===== config.mk =====
export PLATFORM = sky130hd
export DESIGN_NAME = nx_mesh_egress
export DESIGN_NICKNAME = d
export VERILOG_FILES = /design/src/rtl/nx_mesh_egress_pkg.sv /design/src/rtl/nx_egress_fifo.sv /design/src/rtl/nx_mesh_egress.sv
export SDC_FILE = /design/constraint.sdc
export NUM_CORES = 1
export LEC_CHECK = 0
export ABC_AREA = 1
export ABC_CLOCK_PERIOD_IN_PS = 2900
export CAP_MARGIN = 20
export CORE_UTILIZATION = 50
export CTS_CLUSTER_DIAMETER = 80
export DETAILED_ROUTE_END_ITERATION = 7
export GPL_ROUTABILITY_DRIVEN = 0
export PLACE_DENSITY_LB_ADDON = 0.2
export SKIP_CTS_REPAIR_TIMING = 1
export SYNTH_ARGS = -nofsm -noshare
export SYNTH_HDL_FRONTEND = slang
export SYNTH_SLANG_ARGS = --single-unit
export TNS_END_PERCENT = 1

===== constraint.sdc =====
create_clock -name i_clk -period 2.9 [get_ports i_clk]
set_input_delay 0.435 -clock i_clk [delete_from_list [all_inputs] [get_ports i_clk]]
set_output_delay 0.435 -clock i_clk [all_outputs]
set_load 0.05 [all_outputs]

===== src/rtl/nx_mesh_egress_pkg.sv =====
// NXConstants: mesh-wide message format and direction encoding, plus the
// layout of one egress buffer entry (source channel tagged onto a message).
package NXConstants;

  localparam int MESSAGE_WIDTH  = 32;
  localparam int NUM_DIRECTIONS = 4;
  localparam int CHAN_W         = $clog2(NUM_DIRECTIONS);

  typedef logic [MESSAGE_WIDTH-1:0] node_message_t;

  // Channel index of each edge-node link when one node drives the collector.
  typedef enum logic [CHAN_W-1:0] {
    DIRECTION_NORTH = 2'd0,
    DIRECTION_EAST  = 2'd1,
    DIRECTION_SOUTH = 2'd2,
    DIRECTION_WEST  = 2'd3
  } direction_t;

  // One buffered message with the channel it arrived on.
  typedef struct packed {
    logic [CHAN_W-1:0] chan;
    node_message_t     message;
  } egress_entry_t;

endpackage


===== src/rtl/nx_egress_fifo.sv =====
// nx_egress_fifo: synchronous first-word-fall-through FIFO.
//   i_clk, i_rst      clock, asynchronous active-low reset
//   i_push, i_data    write request and data (ignored while full)
//   i_pop             consume head (ignored while empty)
//   o_data, o_valid   head entry and its valid (o_data reads 0 when empty)
//   o_full, o_count   registered full flag and occupancy
// DEPTH must be a power of two (>= 2) so the pointers wrap naturally.
module nx_egress_fifo #(
  parameter  int WIDTH = 8,
  parameter  int DEPTH = 8,
  localparam int AW    = $clog2(DEPTH)
) (
  input  logic             i_clk,
  input  logic             i_rst,
  input  logic             i_push,
  input  logic [WIDTH-1:0] i_data,
  input  logic             i_pop,
  output logic [WIDTH-1:0] o_data,
  output logic             o_valid,
  output logic             o_full,
  output logic [AW:0]      o_count
);

  logic [WIDTH-1:0] mem_q [DEPTH];
  logic [AW-1:0]    wr_ptr_q, rd_ptr_q;
  logic [AW:0]      count_q, count_d;
  logic             empty_q, full_q;
  logic             push_ok, pop_ok;

  assign push_ok = i_push & ~full_q;
  assign pop_ok  = i_pop & ~empty_q;

  always_comb begin
    count_d = count_q;
    if (push_ok && !pop_ok)      count_d = count_q + (AW+1)'(1);
    else if (pop_ok && !push_ok) count_d = count_q - (AW+1)'(1);
  end

  always_ff @(posedge i_clk or negedge i_rst) begin
    if (!i_rst) begin
      wr_ptr_q <= '0;
      rd_ptr_q <= '0;
      count_q  <= '0;
      empty_q  <= 1'b1;
      full_q   <= 1'b0;
    end else begin
      if (push_ok) wr_ptr_q <= wr_ptr_q + AW'(1);
      if (pop_ok)  rd_ptr_q <= rd_ptr_q + AW'(1);
      count_q <= count_d;
      empty_q <= (count_d == '0);
      full_q  <= (count_d == (AW+1)'(DEPTH));
    end
  end

  // NOTE: storage has no reset; the reset pointers/flags already mark every
  // entry invalid, and leaving the array unreset lets it map to plain RAM.
  always_ff @(posedge i_clk) begin
    if (push_ok) mem_q[wr_ptr_q] <= i_data;
  end

  // Head is masked while empty so stale storage never reaches the outputs.
  assign o_data  = empty_q ? '0 : mem_q[rd_ptr_q];
  assign o_valid = ~empty_q;
  assign o_full  = full_q;
  assign o_count = count_q;

endmodule


===== src/rtl/nx_mesh_egress.sv =====
// nx_mesh_egress: collector terminating the outbound links of the edge nodes.
//   i_clk, i_rst                 clock, asynchronous active-low reset
//   i_enable / o_present         per-channel enable, registered presence
//   i_in_data/i_in_valid/o_in_ready  per-channel inbound valid/ready links
//   o_out_data/o_out_chan/o_out_valid/i_out_ready  host-side stream
//   o_received                   saturating count of accepted messages
//   o_idle                       nothing buffered and no present channel valid
// Round-robin arbitration admits at most one channel per cycle into a FWFT
// FIFO whose entries carry the source channel.
module nx_mesh_egress
  import NXConstants::*;
#(
  parameter  int CHANNELS   = 4,
  parameter  int FIFO_DEPTH = 8,
  parameter  int COUNT_W    = 32,
  localparam int CW         = $clog2(CHANNELS)
) (
  input  logic                                    i_clk,
  input  logic                                    i_rst,
  input  logic [CHANNELS-1:0]                     i_enable,
  output logic [CHANNELS-1:0]                     o_present,
  input  logic [CHANNELS-1:0][MESSAGE_WIDTH-1:0]  i_in_data,
  input  logic [CHANNELS-1:0]                     i_in_valid,
  output logic [CHANNELS-1:0]                     o_in_ready,
  output logic [MESSAGE_WIDTH-1:0]                o_out_data,
  output logic [CW-1:0]                           o_out_chan,
  output logic                                    o_out_valid,
  input  logic                                    i_out_ready,
  output logic [COUNT_W-1:0]                      o_received,
  output logic                                    o_idle
);

  localparam int EW = $bits(egress_entry_t);
  localparam int FW = $clog2(FIFO_DEPTH);

  logic [CHANNELS-1:0] present_q;
  logic [CHANNELS-1:0] cand;
  logic [CHANNELS-1:0] grant;
  logic [CW-1:0]       grant_idx;
  logic                grant_vld;
  int unsigned         scan_idx;
  logic [CW-1:0]       rr_ptr_q, rr_ptr_d;
  logic [COUNT_W-1:0]  received_q, received_d;
  logic                fifo_full, fifo_valid;
  logic [FW:0]         fifo_count;
  egress_entry_t       push_entry, head_entry;

  assign cand = i_in_valid & present_q;

  // Scan from the pointer upward with wrap; first candidate wins. The full
  // flag is registered, so a pop this cycle cannot open a slot this cycle.
  // NOTE: every always_comb output gets a default first so no path infers a latch.
  always_comb begin
    grant     = '0;
    grant_idx = '0;
    grant_vld = 1'b0;
    scan_idx  = 0;
    if (!fifo_full) begin
      for (int k = 0; k < CHANNELS; k++) begin
        scan_idx = (int'(rr_ptr_q) + k) % CHANNELS;
        if (!grant_vld && cand[scan_idx]) begin
          grant_vld       = 1'b1;
          grant_idx       = CW'(scan_idx);
          grant[scan_idx] = 1'b1;
        end
      end
    end
  end

  always_comb begin
    rr_ptr_d = rr_ptr_q;
    if (grant_vld)
      rr_ptr_d = (grant_idx == CW'(CHANNELS-1)) ? '0 : grant_idx + CW'(1);
  end

  always_comb begin
    received_d = received_q;
    if (grant_vld && received_q != '1) received_d = received_q + COUNT_W'(1);
  end

  // NOTE: state registers use non-blocking assignment so every flop samples
  // the pre-edge values regardless of statement order.
  always_ff @(posedge i_clk or negedge i_rst) begin
    if (!i_rst) begin
      present_q  <= '0;
      rr_ptr_q   <= '0;
      received_q <= '0;
    end else begin
      present_q  <= i_enable;
      rr_ptr_q   <= rr_ptr_d;
      received_q <= received_d;
    end
  end

  always_comb begin
    push_entry         = '0;
    push_entry.chan    = CHAN_W'(grant_idx);
    push_entry.message = i_in_data[grant_idx];
  end

  nx_egress_fifo #(
    .WIDTH (EW),
    .DEPTH (FIFO_DEPTH)
  ) u_fifo (
    .i_clk   (i_clk),
    .i_rst   (i_rst),
    .i_push  (grant_vld),
    .i_data  (push_entry),
    .i_pop   (i_out_ready),
    .o_data  (head_entry),
    .o_valid (fifo_valid),
    .o_full  (fifo_full),
    .o_count (fifo_count)
  );

  assign o_present   = present_q;
  assign o_in_ready  = grant;
  assign o_out_valid = fifo_valid;
  assign o_out_data  = head_entry.message;
  assign o_out_chan  = head_entry.chan[CW-1:0];
  assign o_received  = received_q;
  assign o_idle      = (fifo_count == '0) && (cand == '0);

endmodule


After elaboration in Yosys (flattened, before gate mapping)
Memories as Yosys holds them, arrays and structs flattened.
Cells that the tools add are included.
{"block": "op_classes", "n_bitwise": 11, "eq_ne": 3, "shifts": 0, "muxes": 45, "n_lt_le_gt_ge": 9, "div": 0, "multipliers": 0, "n_addsub": 9, "reduce_logical": 22}
{"cell": "$ge 32x1->1 const B", "n": 3}
{"cell": "$lt 32x3->1 const B", "n": 3}
{"cell": "$bmux 32 s2", "n": 1}
{"cell": "$mux 4", "n": 10}
{"cell": "$mux 34", "n": 1}
{"cell": "$add 32x1->32 const B", "n": 1}
{"cell": "$mux 32", "n": 1}
{"cell": "$ne 32x32->1 const B", "n": 1}
{"cell": "$mux 1", "n": 18}
{"cell": "$logic_not 4->1", "n": 3}
{"cell": "$mux 2", "n": 6}
{"cell": "$or 4x4->4", "n": 3}
{"cell": "$logic_and 1x1->1", "n": 11}
{"cell": "$bmux 1 s2", "n": 4}
{"cell": "$demux 1 s2", "n": 4}
{"cell": "$add 3x1->3 const B", "n": 2}
{"cell": "$lt 2x3->1 const B", "n": 2}
{"cell": "$reduce_or 2->1", "n": 3}
{"cell": "$logic_not 1->1", "n": 5}
{"cell": "$add 2x1->2 const B", "n": 2}
{"cell": "$add 2x2->2 const B", "n": 2}
{"cell": "$add 4x1->4 const B", "n": 1}
{"cell": "$and 4x4->4", "n": 1}
{"cell": "$eq 4x4->1 const B", "n": 1}
{"cell": "6 further kinds", "n": 10}
{"block": "word_totals", "n_memories": 1, "input_bits": 139, "mem_bits_ro": 0, "ff_bits": 50, "latchBits": 0, "ram_bits": 272, "wordCells": 108}
{"memory": "u_fifo.mem_q", "depth": 8, "width": 34, "rd": 1, "rd_clocked_by_memory_dff": 0, "wr": 1, "line_no": "nx_egress_fifo.sv:24", "source": "logic [WIDTH-1:0] mem_q [DEPTH];"}

Depth between registers and ports, before layout
Gate-level depths: netlist (run 1).
{"block": "depth", "word_depth": 23, "mapped_depth": 13, "mapped_depth_nobuf": 12}

Cells and area by module
Synthesis (run 1) repeated with hierarchy kept, for this count alone.
{"block": "hier_totals", "cells_unflattened": 1662, "hier_area_um2": 15741.3}
{"module": "nx_egress_fifo", "n_inst": 1, "area_each_um2": 11399.7, "seq_area_each_um2": 8469.4, "cells_each": 932}
{"module": "nx_mesh_egress", "n_inst": 1, "area_each_um2": 4341.7, "seq_area_each_um2": 950.9, "cells_each": 730}

Worst setup path after synthesis (run 1)
No wires, ideal clock.
{"block": "synth_path", "kind": "register to register", "startpoint": "reg present_q[3] (netlist: o_present[3])", "endpoint": "mem u_fifo.mem_q[0][0] in the netlist's numbering, enable pin", "arrival_time_ns": 2.839, "required_time_ns": 2.475, "setup_slack_ns": -0.364, "stages_incl_launch_ff": 6, "cell_sequence": "dfrtp_1 nand2_1 nand4_1 nand2_1 or2_2 nor2_1"}
{"block": "synth_via", "elab_chain_cells": 20, "elab_cells_between_ends": 26, "classes_between": "mux: 18; bitwise: 2; reduce/logical: 6"}
{"element": "start, declared", "line_no": "nx_mesh_egress.sv:36", "source": "logic [CHANNELS-1:0] present_q;"}
{"element": "start signal, assigned", "line_no": "nx_mesh_egress.sv:89", "source": "present_q <= i_enable;"}
{"element": "$and 4x4->4 (*)", "line_no": "nx_mesh_egress.sv:48", "source": "assign cand = i_in_valid & present_q;"}
{"element": "$bmux 1 s2", "line_no": "nx_mesh_egress.sv:61", "source": "if (!grant_vld && cand[scan_idx]) begin"}
{"element": "$mux 1 (implied by the code)", "line_no": "nx_mesh_egress.sv:61"}
{"element": "$mux 1", "line_no": "nx_mesh_egress.sv:61"}
{"element": "$mux 1", "line_no": "nx_mesh_egress.sv:58", "source": "if (!fifo_full) begin"}
{"element": "$logic_not 1->1", "line_no": "nx_mesh_egress.sv:61"}
{"element": "$logic_and 1x1->1", "line_no": "nx_mesh_egress.sv:61"}
{"element": "$mux 1", "line_no": "nx_mesh_egress.sv:61"}
{"element": "[... 4 more ...]"}
{"element": "$mux 1", "line_no": "nx_mesh_egress.sv:58"}
{"element": "$logic_not 1->1", "line_no": "nx_mesh_egress.sv:61"}
{"element": "$logic_and 1x1->1", "line_no": "nx_mesh_egress.sv:61"}
{"element": "$mux 1 (*)", "line_no": "nx_mesh_egress.sv:61"}
{"element": "$mux 1 (*)", "line_no": "nx_mesh_egress.sv:58"}
{"element": "$and 1x1->1 (*)", "line_no": "nx_egress_fifo.sv:30", "source": "assign push_ok = i_push & ~full_q;"}
{"element": "$mux 1 (*)", "line_no": "nx_egress_fifo.sv:58", "source": "if (push_ok) mem_q[wr_ptr_q] <= i_data;"}
{"element": "$mux 1 (implied by the code) (*)", "line_no": "nx_egress_fifo.sv:58"}
{"element": "end, declared", "line_no": "nx_egress_fifo.sv:24"}
Every way passes the cells marked *; elsewhere a longest branch is shown, timed or not. The select of a mux whose other input is x is not followed.

Final worst setup path (run 1)
{"block": "layout_path", "startpoint": "reg rr_ptr_q[0]", "endpoint": "out o_in_ready[0]"}
{"block": "layout_via", "elab_chain_cells": 16, "elab_cells_between_ends": 60, "classes_between": "add/sub: 3; order compare: 8; mux: 30; bitwise: 6; reduce/logical: 13"}
{"element": "start, declared", "line_no": "nx_mesh_egress.sv:42", "source": "logic [CW-1:0] rr_ptr_q, rr_ptr_d;"}
{"element": "start signal, assigned", "line_no": "nx_mesh_egress.sv:90", "source": "rr_ptr_q <= rr_ptr_d;"}
{"element": "$add 2x1->2 or $bmux 1 s2 (tied branches)", "line_no": "nx_mesh_egress.sv:60, nx_mesh_egress.sv:61"}
{"element": "$reduce_or 2->1 (no line) or $mux 1 (tied branches)"}
{"element": "$and 1x1->1 (no line) or $mux 1 (tied branches)"}
{"element": "$ge 32x1->1 (implied by the code), or another cell as far along", "line_no": "nx_mesh_egress.sv:64", "source": "grant[scan_idx] = 1'b1;"}
{"element": "$logic_and 1x1->1 (implied by the code) or $logic_not 1->1 (tied branches)", "line_no": "nx_mesh_egress.sv:64, nx_mesh_egress.sv:61"}
{"element": "$mux 1 (implied by the code) or $logic_and 1x1->1 (tied branches)", "line_no": "nx_mesh_egress.sv:64, nx_mesh_egress.sv:61"}
{"element": "$demux 1 s2 or $mux 1 (tied branches)", "line_no": "nx_mesh_egress.sv:64, nx_mesh_egress.sv:61"}
{"element": "$or 4x4->4 (no line) or $mux 1 (tied branches)"}
{"element": "$mux 4 or $logic_not 1->1 (tied branches)", "line_no": "nx_mesh_egress.sv:61"}
{"element": "$mux 4 or $logic_and 1x1->1 (tied branches)", "line_no": "nx_mesh_egress.sv:58, nx_mesh_egress.sv:61"}
{"element": "$or 4x4->4 (no line) or $mux 1 (tied branches)"}
{"element": "$mux 4 or $mux 1 (tied branches)", "line_no": "nx_mesh_egress.sv:61, nx_mesh_egress.sv:58"}
{"element": "$mux 4 or $logic_not 1->1 (tied branches)", "line_no": "nx_mesh_egress.sv:58, nx_mesh_egress.sv:61"}
{"element": "$or 4x4->4 (no line) or $logic_and 1x1->1 (tied branches)"}
{"element": "$mux 4 (*)", "line_no": "nx_mesh_egress.sv:61"}
{"element": "$mux 4 (*)", "line_no": "nx_mesh_egress.sv:58"}
{"element": "end, declared", "line_no": "nx_mesh_egress.sv:24", "source": "output logic [CHANNELS-1:0] o_in_ready,"}
Marked as above.

==> results_dict.tcl, run 1 <==
set metrics [dict create \
    run_status "finished, final reports clean" \
    period_share_pct 96.9 \
    grt_usage_pct 26.1 \
    path_clk_slew_ns 0.06 \
    fin_nets 1986 \
    ys_top_cells_by_count "272 x edfxtp_1, 263 x nand2_1, 246 x nor2_1, 192 x o21ai_0, 185 x inv_1" \
    ys_warn_count 0 \
    die_area_mm2 0.0318 \
    routed_via_density 5.58 \
    fmax_ghz 0.356 \
    cts_sinks 322 \
    crit_chain "clkinv_4, ha_4, inv_2, nand3_1, nand2_2, nand3_1, inv_2, nand2_1, a41oi_2, buf_12" \
    slew_viol_final 0 \
    routed.top_layer "met4" \
    critPathBufInv 4 \
    worstSetupEndpoint "o_in_ready[0]" \
    reg2reg_slack_ns 0.36 \
    synth_nets 1783 \
    drt-total-wl_mm 41.5 \
    dr.pass1.iters 7 \
    ys_seq_area_share_pct 60.6 \
    drcViolationCount 0 \
    dp_hpwl_mm 26.2 \
    yosys.area.top_type "edfxtp_1" \
    wl_met3_mm 2.97 \
    io_buffers 214 \
    io_pins 215 \
    drv_cap 0 \
    slowest_delay_ns 0.41 \
    worst_setup_path_end_kind "output port" \
    r2r_cells 11 \
    drtAntennaViolNets 0 \
    worst_pin_slew_ns 0.802 \
    synth_area_mm2 0.0155 \
    layout-drive-gt1-share_pct 9.41 \
    rsz0062_at_grt "yes" \
    hp-class "in2reg" \
    regArea_mm2 0.00943 \
    grt-ovfl-total 0 \
    pre_cts_ws_ns 0.0386 \
    cts_tree "yes" \
    ys_types 32 \
    cts-root-buf "clkbuf_16" \
    rr_startpoint "rr_ptr_q[0]" \
    crit_path_max_fanout 12 \
    worst_slack_ns 0.0888 \
    crit_start "rr_ptr_q[0]" \
    synthFlopType "edfxtp_1" \
    async_flop_share_pct 15.5 \
    critPathLaunchType "flip-flop" \
    min_period_ns 2.81 \
    crit_family "buffers and inverters" \
    routed-via-count 12600 \
    grt_max_degree 85 \
    coreArea_mm2 0.0306 \
    fillerInstances 2481 \
    post-synth-top-count-cell "edfxtp_1" \
    synth-edff-count 272 \
    die_h_um 178 \
    multi_input_area_mm2 0.00507 \
    fin_skew_ns 0.0124 \
    cts_made_buffers 34 \
    cp.arrival_ns 2.38 \
    clk_latency_ns 0.52 \
    die_w_um 178 \
    hold_violations 0 \
    wl_per_cell_um 18.4 \
    r2r_end "u_fifo.mem_q[5][9]" \
    htree_num_levels 2 \
    drt-met1-wl_mm 17.2 \
    max_slew_margin_pct 46.5 \
    antenna_found_initial 2 \
    cp.depth 10 \
    required_ns 2.47 \
    grt_pass1_wl_mm 63.9 \
    synth_area_leaders "edfxtp_1 53%, dfrtp_1 7.9%, nand2_1 6.4%, o21ai_0 6.2%, nor2_1 5.9%" \
    clockBufferDepth 3 \
    drtIter0Drc 1192 \
    synth.top_cell.area_share_pct 52.6 \
    initial_core_util_pct 50.8 \
    route.met2.wl_mm 20.2 \
    finalSetupViolCount 0 \
    avgSynthCellArea_um2 9.52 \
    netlist_instances 1631 \
    grt_pass1_vias 11997 \
    rows 64 \
    path_class "reg2out" \
    syn_to_final_growth_pct 25.6 \
    ys_seq_elements 322 \
    cp_slowest_cell "dfrtp_2" \
]
## metal layers
layer  up-vias  global-route usage [%]
li1       5979                       -
met1      6059                    34.3
met2       480                    43.8
met3        82                    4.77
met4         0                    8.40
met5         -                       0
## area by class of cell
type	instances	share of cell area, %
clock buffer	46	4.80
tap	396	2.54
inverter	188	3.67
multi-input combinational	1025	26.0
antenna	2	0.0256
clock inverter	15	0.487
sequential	322	48.3
timing repair buffer	263	14.2
## sequential cells by signal (all words and copies together), names as in the netlist
name             flops
u_fifo.o_count       4
o_present            4
u_fifo.empty_q       1
o_received          32
u_fifo.mem_q       272
rr_ptr_q             2
u_fifo.o_full        1
u_fifo.wr_ptr_q      3
u_fifo.rd_ptr_q      3
## kinds of logic after synthesis
| family | synth area share, % |
|---|---|
| AO/OA/AOI/OAI | 9.29 |
| adder cells (fa/ha/maj) | 1.05 |
| XOR/XNOR | 1.64 |
| buffers and inverters | 7.55 |
| flip-flops | 60.6 |
| AND/OR/NAND/NOR | 19.8 |
## per-stage QoR
step           TNS [ns]  hold WS (ns)  util, %  area [µm²]  instances
2_1_floorplan    -86.31         0.139        -       15500       1631
3_3_place_gp          0         0.494     60.1       18400       2192
3_5_place_dp          0         0.506     60.1       18400       2192
4_1_cts           -1.05       -0.0400     63.4       19400       2253
5_1_grt         -0.0859         0.349     63.8       19500       2257
6_report              0         0.366     63.8       19500       2257
## cell usage in the layout, fill, tap and decap left out, drive strengths merged, types with 3 or more instances in the layout
cell type,instances
buf,89
nor3,18
dfrtp,49
nand4,72
nand2,264
edfxtp,272
ha,13
a31oi,34
nor4,3
a41oi,4
inv,187
xor2,21
clkinv,15
xnor2,8
o21ai,192
nor2,246
clkbuf,46
nand3,109
clkdlybuf4s50,173
o22ai,34
## worst min-delay path by stage
stage	slack (ns)	endpoint	cells after the start	from
4_1_cts	-0.04	o_received[7]	1	i_rst
2_1_floorplan	0.14	o_present[0]	0	i_rst
3_5_place_dp	0.51	o_received[7]	1	i_rst
6_report	0.37	o_present[3]	1	i_enable[3]
5_1_grt	0.35	o_present[3]	1	i_enable[3]
3_3_place_gp	0.49	o_received[9]	1	i_rst
Power of run 1 is left out: the tool's default activity adds up to more than one toggle a clock period on the data nets, which glitch-free logic cannot reach.
==> inputs of run 2 (changes only) <==
Settings changed: PLACE_DENSITY from default to 0.77, PLACE_DENSITY_LB_ADDON 0.2 to default.
==> run 2 against run 1 <==
- via count up 4.1%
- critical path depth down 3
- final area up 0.89%
- global-route usage up 1.6 points
- clock skew up 0.00082 ns
- sequential share of layout area down 0.43 points
- count of clock-buffer cells in the layout down 3
- fmax down 1.2%
- die area unchanged
- register-to-register slack about the same
- critical endpoint is now o_out_data[22]
==> results_dict.tcl, run 2 (synthesized netlist as in run 1, its figures left out) <==
set metrics [dict create \
    run_status "finished, final reports clean" \
    r2r_cells 11 \
    layout_commonest_cell "edfxtp_1" \
    rr_startpoint "rr_ptr_q[0]" \
    worstHoldStart "i_enable[0]" \
    rows 64 \
    dr.pass1.iters 7 \
    drtIter0Drc 1524 \
    hp-class "in2reg" \
    drtAntennaViolNets 0 \
    reg2reg_slack_ns 0.36 \
    rsz0062_at_grt "yes" \
    period_share_pct 98.1 \
    routed_via_density 5.80 \
    worst_setup_path_end_kind "output port" \
    fin_skew_ns 0.0132 \
    drcViolationCount 0 \
    fin_cells 2259 \
    hold_violations 0 \
    routed-via-count 13111 \
    htree_num_levels 2 \
    antenna_found_initial 2 \
    top_register "u_fifo.mem_q" \
    cts_made_buffers 34 \
    clockBufferDepth 3 \
    hold-path-cell-count 1 \
    crit_path_max_fanout 68 \
    grt_max_degree 76 \
    r2r_end "u_fifo.mem_q[1][8]" \
    largest_register_ffs 272 \
    required_ns 2.47 \
    clk_latency_ns 0.51 \
    cts_tree "yes" \
    layout-drive-gt1-share_pct 9.94 \
    grt-ovfl-total 0 \
    drv_cap 0 \
    syn_to_final_growth_pct 26.7 \
    path_clk_slew_ns 0.06 \
    fin_setup_tns_ns 0 \
    coreArea_mm2 0.0306 \
    die_area_mm2 0.0318 \
    fin_nets 1991 \
    cts-root-buf "clkbuf_16" \
    die_h_um 178 \
    min_period_ns 2.84 \
    finalSetupViolCount 0 \
    die_w_um 178 \
    worst_pin_slew_ns 0.697 \
    dp_hpwl_mm 28.1 \
    grt_usage_pct 27.7 \
    drt-total-wl_mm 44.2 \
    critPathLaunchType "flip-flop" \
    crit_start "u_fifo.rd_ptr_q[0]" \
    initial_core_util_pct 50.8 \
    path_class "reg2out" \
    io_buffers 214 \
    cts_sinks 322 \
    grt_pass1_wl_mm 67.0 \
    wl_per_cell_um 19.6 \
    slew_viol_final 0 \
    io_pins 215 \
    mostFrequentLayoutCells "272 x edfxtp_1, 260 x nand2_1, 238 x nor2_1" \
    fmax_ghz 0.352 \
    grt_pass1_vias 12553 \
    placed_cells 2198 \
    hold_end "o_present[0]" \
    cp.arrival_ns 2.41 \
    max_slew_margin_pct 53.5 \
]
[run 2: per-layer routing]
layer  GRT usage [%]  vias up  routed length (µm)  share of wire, %
met5               0        -                  11             0.025
met4            11.2        2                1560               3.5
met3            7.03      137                4710                11
met2            45.2      782               21000                47
met1            35.4     6209               16900                38
li1                -     5981                   -                 -
[run 2: worst max-delay path: stages (launching register included)]
cell	delay (ns)
dfrtp_4	0.53
clkinv_2	0.10
buf_12	0.26
nor2_1	0.08
o22ai_1	0.17
o21ai_0	0.11
a31oi_1	0.34
buf_4	0.28
[run 2: cell type report]
type	instances	area (µm²)
Antenna cell	1	2.50
Clock buffer	43	936
Clock inverter	16	158
Fill cell	2329	10900
Inverter	188	707
Multi-Input combinational cell	1025	5090
Sequential cell	322	9430
Tap cell	396	495
Timing Repair Buffer	268	2870
[run 2: through the flow]
stage	setup WS [ns]	instance area [µm²]	hold slack, ns	utilization (%)
global placement	0.145	18500	0.425	60.5
detailed placement	0.0897	18500	0.433	60.5
global route	-0.0185	19700	0.370	64.4
floorplan	-0.364	15500	0.139	-
CTS	-0.0656	19600	-0.0943	64.1
finish	0.0558	19700	0.367	64.4
[run 2: worst max-delay path by stage]
stage / end
floorplan: u_fifo.mem_q[0][0]
global placement: u_fifo.mem_q[7][13]
detailed placement: u_fifo.mem_q[1][13]
CTS: o_in_ready[0]
global route: o_out_data[6]
finish: o_out_data[22]
Power of run 2 is left out for the same reason.
